==> config.mk <==
export PLATFORM = sky130hd
export DESIGN_NAME = aes_bcd_scan_ctrl
export DESIGN_NICKNAME = d
export VERILOG_FILES = /design/src/rtl/aes_bcd_scan_ctrl.sv
export SDC_FILE = /design/constraint.sdc
export NUM_CORES = 1
export LEC_CHECK = 0
export ABC_AREA = 0
export CAP_MARGIN = 10
export CORE_MARGIN = 2
export CORE_UTILIZATION = 40
export DETAILED_ROUTE_END_ITERATION = 10
export PLACE_DENSITY = 0.71
export SLEW_MARGIN = 20
export SYNTH_ARGS = -nofsm -noshare
export SYNTH_HDL_FRONTEND = slang
export SYNTH_SLANG_ARGS = --single-unit
==> constraint.sdc <==
create_clock -name clk -period 11.55 [get_ports clk]
set_input_delay 2.31 -clock clk [delete_from_list [all_inputs] [get_ports clk]]
set_output_delay 2.31 -clock clk [all_outputs]
set_load 0.03 [all_outputs]
==> src/rtl/aes_bcd_scan_ctrl.sv <==
// aes_bcd_scan_ctrl: walks a captured 128-bit AES state byte by byte through
// one shared 8-bit binary-to-BCD converter (shift_add_3). Each byte is
// presented as a registered 12-bit BCD result over a valid/ready handshake.
// After byte 15 is accepted, done pulses for one cycle.
//
// Optional feature macro: BCD_DWELL_EN
//   When it is defined, the FSM spends DWELL_CYCLES idle cycles between bytes.
//
// Ports:
//   clk        in   rising-edge clock
//   rst        in   asynchronous active-high reset
//   start      in   begin a scan; sampled only in IDLE
//   abort      in   synchronous cancel of a scan in progress
//   state_in   in   [127:0] AES state; byte 0 is state_in[127:120]
//   busy       out  FSM is not in IDLE
//   byte_idx   out  [3:0] index of the byte presented
//   bcd_out    out  [11:0] {hundreds, tens, ones}
//   out_valid  out  bcd_out/byte_idx are valid
//   out_ready  in   consumer accepts the result
//   done       out  one-cycle pulse after byte 15 is accepted

// Combinational 8-bit binary to 3-digit BCD converter using double dabble.
module shift_add_3 (
    input  logic [7:0]  bin,
    output logic [11:0] bcd
);
    logic [19:0] sr;

    always_comb begin
        sr = {12'd0, bin};
        for (int i = 0; i < 8; i++) begin
            if (sr[11:8]  >= 4'd5) sr[11:8]  = sr[11:8]  + 4'd3;
            if (sr[15:12] >= 4'd5) sr[15:12] = sr[15:12] + 4'd3;
            if (sr[19:16] >= 4'd5) sr[19:16] = sr[19:16] + 4'd3;
            sr = sr << 1;
        end
        bcd = sr[19:8];
    end
endmodule

module aes_bcd_scan_ctrl #(
    parameter int unsigned DWELL_CYCLES = 4
) (
    input  logic         clk,
    input  logic         rst,
    input  logic         start,
    input  logic         abort,
    input  logic [127:0] state_in,
    output logic         busy,
    output logic [3:0]   byte_idx,
    output logic [11:0]  bcd_out,
    output logic         out_valid,
    input  logic         out_ready,
    output logic         done
);
    localparam int unsigned DATA_W = 128;
    localparam int unsigned BYTE_W = 8;
    localparam int unsigned BCD_W  = 12;
    localparam int unsigned IDX_W  = 4;
    localparam logic [IDX_W-1:0] LAST_IDX = IDX_W'(15);

    // Reject illegal dwell lengths at elaboration.
    if (DWELL_CYCLES < 1 || DWELL_CYCLES > 255) begin : g_bad_dwell
        $error("aes_bcd_scan_ctrl: DWELL_CYCLES must be 1..255");
    end

    typedef enum logic [2:0] {
        S_IDLE,
        S_CONV,
        S_OUT,
`ifdef BCD_DWELL_EN
        S_DWELL,
`endif
        S_DONE
    } state_t;

    state_t             st;
    logic [DATA_W-1:0]  sreg;
    logic [IDX_W-1:0]   idx;
    logic [BCD_W-1:0]   bcd_c;

`ifdef BCD_DWELL_EN
    localparam int unsigned CNT_W = 8;
    logic [CNT_W-1:0]   cnt;
`endif

    // Single shared converter, always fed by the top byte of the shift register.
    shift_add_3 u_conv (
        .bin (sreg[DATA_W-1 -: BYTE_W]),
        .bcd (bcd_c)
    );

    // Scan sequencer with registered outputs.
    always_ff @(posedge clk or posedge rst) begin
        if (rst) begin
            st        <= S_IDLE;
            sreg      <= '0;
            idx       <= '0;
            busy      <= 1'b0;
            byte_idx  <= '0;
            bcd_out   <= '0;
            out_valid <= 1'b0;
            done      <= 1'b0;
`ifdef BCD_DWELL_EN
            cnt       <= '0;
`endif
        end else begin
            case (st)
                S_IDLE: begin
                    if (start) begin
                        sreg <= state_in;
                        idx  <= '0;
                        busy <= 1'b1;
                        st   <= S_CONV;
                    end
                end

                S_CONV: begin
                    if (abort) begin
                        busy <= 1'b0;
                        st   <= S_IDLE;
                    end else begin
                        bcd_out   <= bcd_c;
                        byte_idx  <= idx;
                        out_valid <= 1'b1;
                        st        <= S_OUT;
                    end
                end

                S_OUT: begin
                    // Abort wins over a simultaneous handshake.
                    if (abort) begin
                        out_valid <= 1'b0;
                        busy      <= 1'b0;
                        st        <= S_IDLE;
                    end else if (out_ready) begin
                        out_valid <= 1'b0;
                        if (idx == LAST_IDX) begin
                            done <= 1'b1;
                            st   <= S_DONE;
                        end else begin
                            sreg <= sreg << BYTE_W;
                            idx  <= idx + IDX_W'(1);
`ifdef BCD_DWELL_EN
                            cnt  <= CNT_W'(DWELL_CYCLES - 1);
                            st   <= S_DWELL;
`else
                            st   <= S_CONV;
`endif
                        end
                    end
                end

`ifdef BCD_DWELL_EN
                S_DWELL: begin
                    if (abort) begin
                        busy <= 1'b0;
                        st   <= S_IDLE;
                    end else if (cnt == '0) begin
                        st <= S_CONV;
                    end else begin
                        cnt <= cnt - CNT_W'(1);
                    end
                end
`endif

                S_DONE: begin
                    done <= 1'b0;
                    busy <= 1'b0;
                    st   <= S_IDLE;
                end

                default: begin
                    out_valid <= 1'b0;
                    done      <= 1'b0;
                    busy      <= 1'b0;
                    st        <= S_IDLE;
                end
            endcase
        end
    end
endmodule

==> flow_summary.toml <==
[placed_design]
gp_congestion = 0.822
portBuffers = 149
preCtsSetupSlack_ns = 5.90
dpl_cell_area_um2 = 9410
dp_cells = 1164
hpwl_um = 12000

[pwr]
intPower_mw = 1.74
pwr-share-comb_pct = 49.6
swShare_pct = 41.6
powerDensity_nw_per_um2 = 297
clkPwrFrac_pct = 19.2
pwr-share-seq_pct = 31.1
leakagePower_nw = 4.19
finalPower_mw = 2.97
ir_worst_vdd_uv = 197
switching_power_mw = 1.24

[synthesis]
synth_flop_cell = "dfrtp_1"
synth_top_cells_by_area = "dfrtp_1, mux2i_1, o21ai_0"
netlist_instances = 799
syn_area_um2 = 7730
ys_async_sr_fraction_pct = 100
yosysTopAreaCell = "dfrtp_1"
synth_warnings = 0
ys_types = 65
synth.avg_cell_area_um2 = 9.68
ys_seq_area_share_pct = 48.9
synth-edff-count = 0
yosys_register_bits = 151
synth_top_area_share_pct = 48.9

[sta]
final.setup.tns_ns = 0
setup_ws_ns = 6.34
slew_headroom_pct = 34.3
report.final.slew_viol_count = 0
max_freq_ghz = 0.192
holdWs_ns = 0.475
finalSetupViolations = 0
rsz0062_at_grt = "false"
min_period_over_period_pct = 45.1
finalClockSkew_ns = 0.0120
finalCriticalPeriod_ns = 5.21
worst_slew_pin_slew_ns = 0.986
hold_viol_final = 0

[final_layout]
finalNonFillerCells = 1198
drive_gt1_share_pct = 5.56
fin_util_pct = 53.3
fin_area_um2 = 10000
fillCellCount = 1705
synthToLayoutAreaGrowth_pct = 29.7
seq_area_um2 = 3780
final_nets = 1071
multi_input_area_um2 = 3720
layout_commonest_cell = "nand2_1"
most-common-layout-cells = "nand2_1, dfrtp_1, clkdlybuf4s50_1"

[clock_network]
post_cts_buffers = 0
root_buffer = "clkbuf_16"
cts_buffers = 17
htreeDepth = 4
clkTransAtPathRegs_ns = 0.06
cts_resized = 0
clockBufferDepth = 2
cts_hold_buf = 0
clk_latency_ns = 0.42
cts_tree = "built"
clock-sinks = 151

[global_route]
grt_pass1_wl_um = 29200
grt_max_degree = 125
antenna_found_initial = 2
gr-total-overflow = 0
grt_pass1_vias = 5899
grt_usage_pct = 17.8

[detailed_routing]
drtPass1Iterations = 5
top_layer = "met4"
routed-wl-met2_um = 8210
via_per_inst = 5.04
wl_met1_um = 7880
vias = 6040
routed-wl-met3_um = 1140
drc = 0
ant_nets = 0
wirelength_um = 17500
wire_per_inst_um = 14.6
drt-initial-drc-count = 379

[floorplanning]
std_cell_rows = 50
io_pins = 152
die_h_um = 143
core_area_um2 = 18800
die_w_um = 143
start_util_pct = 41.1
die_area_um2 = 20500

[status]
outcome = "finished clean"

[critical_path]
cp_max_fo = 124
crit_type = "in -> reg"
critPathArrivalTime_ns = 5.45
cp.required_ns = 11.79
endpoint_kind = "register"
start_kind = "input pin"

[job]
maxCapViolCount = 0

[worst_hold_path]
worst_hold_path_type = "reg -> reg"
-- power by group through the flow --
stage	logic, mW	clock network [mW]	registers (mW)
after detailed placement	1.46	0	0.937
after global routing	1.66	0.609	0.963
after global placement	1.43	0	0.931
after CTS	1.48	0.585	0.929
final	1.48	0.572	0.926
after floorplan	1.16	0	0.919
-- logic make-up (layout without fill, tap and decap cells) --
family | Yosys count | count (layout) | synth area share, %
compound gates | 193 | 193 | 14.6
simple gates | 244 | 244 | 13.7
flops | 151 | 151 | 48.9
fa+ha+maj | 15 | 15 | 2.43
buf+inv | 65 | 201 | 3.41
xor+xnor | 4 | 4 | 0.453
mux | 126 | 126 | 16.5
other cells | 1 | 4 | 0.0485
-- cell usage after synthesis, types with 3 or more instances --
master,instances
or3_1,3
nand3_1,14
dfrtp_1,151
a21o_1,4
nand2b_1,8
mux2i_1,124
buf_2,4
nand2_1,174
nor2_1,16
a21oi_1,8
nand3b_1,3
xnor2_1,3
a31oi_1,4
nand4_1,6
clkbuf_1,43
o21ai_0,142
inv_1,14
o211ai_1,3
ha_1,15
nor2b_1,6
-- registers in the layout, indices dropped and copies added (netlist names) --
register   count
byte_idx       4
busy           1
idx            4
done           1
bcd_out       10
sreg         128
out_valid      1
st             2
-- layer usage --
layer | GRT usage (%) | vias up
met5 | 0 | -
met1 | 23.2 | 2838
met2 | 28.3 | 135
met3 | 6.20 | 20
li1 | - | 3047
met4 | 4.85 | 0
-- area by class of cell --
type / instances / share of cell area, %
Clock buffer: 21 / 4.59
Inverter: 14 / 0.574
Sequential cell: 151 / 37.7
Antenna cell: 2 / 0.0499
Tap cell: 260 / 3.24
Clock inverter: 11 / 1.46
Multi-Input combinational cell: 584 / 37.1
Timing Repair Buffer: 155 / 15.4
-- final timing paths --
kind | from | end | slack, ns | depth (start not counted)
worst max-delay path | abort | sreg[56]$_DFFE_PP0P_ | 6.34 | 8
worst min-delay path | byte_idx[0]$_DFFE_PP0P_ | byte_idx[0]$_DFFE_PP0P_ | 0.47 | 2
worst max register to register | sreg[125]$_DFFE_PP0P_ | bcd_out[8]$_DFFE_PP0P_ | 6.39 | 25
worst min register to register | byte_idx[0]$_DFFE_PP0P_ | byte_idx[0]$_DFFE_PP0P_ | 0.47 | 2
max in group asynchronous | rst | sreg[16]$_DFFE_PP0P_ | 8.04 | 3
min in group asynchronous | rst | done$_DFFE_PP0P_ | 2.32 | 2
-- critical path, stage by stage --
cell and delay [ns]:
clkdlybuf4s50_1 0.53, nand2b_1 0.22, nor3b_1 0.08, buf_4 0.19, nor2_4 0.15, buf_4 0.71, buf_4 0.88, o21ai_0 0.24
Note: power is estimated with default switching activity, not from simulation.
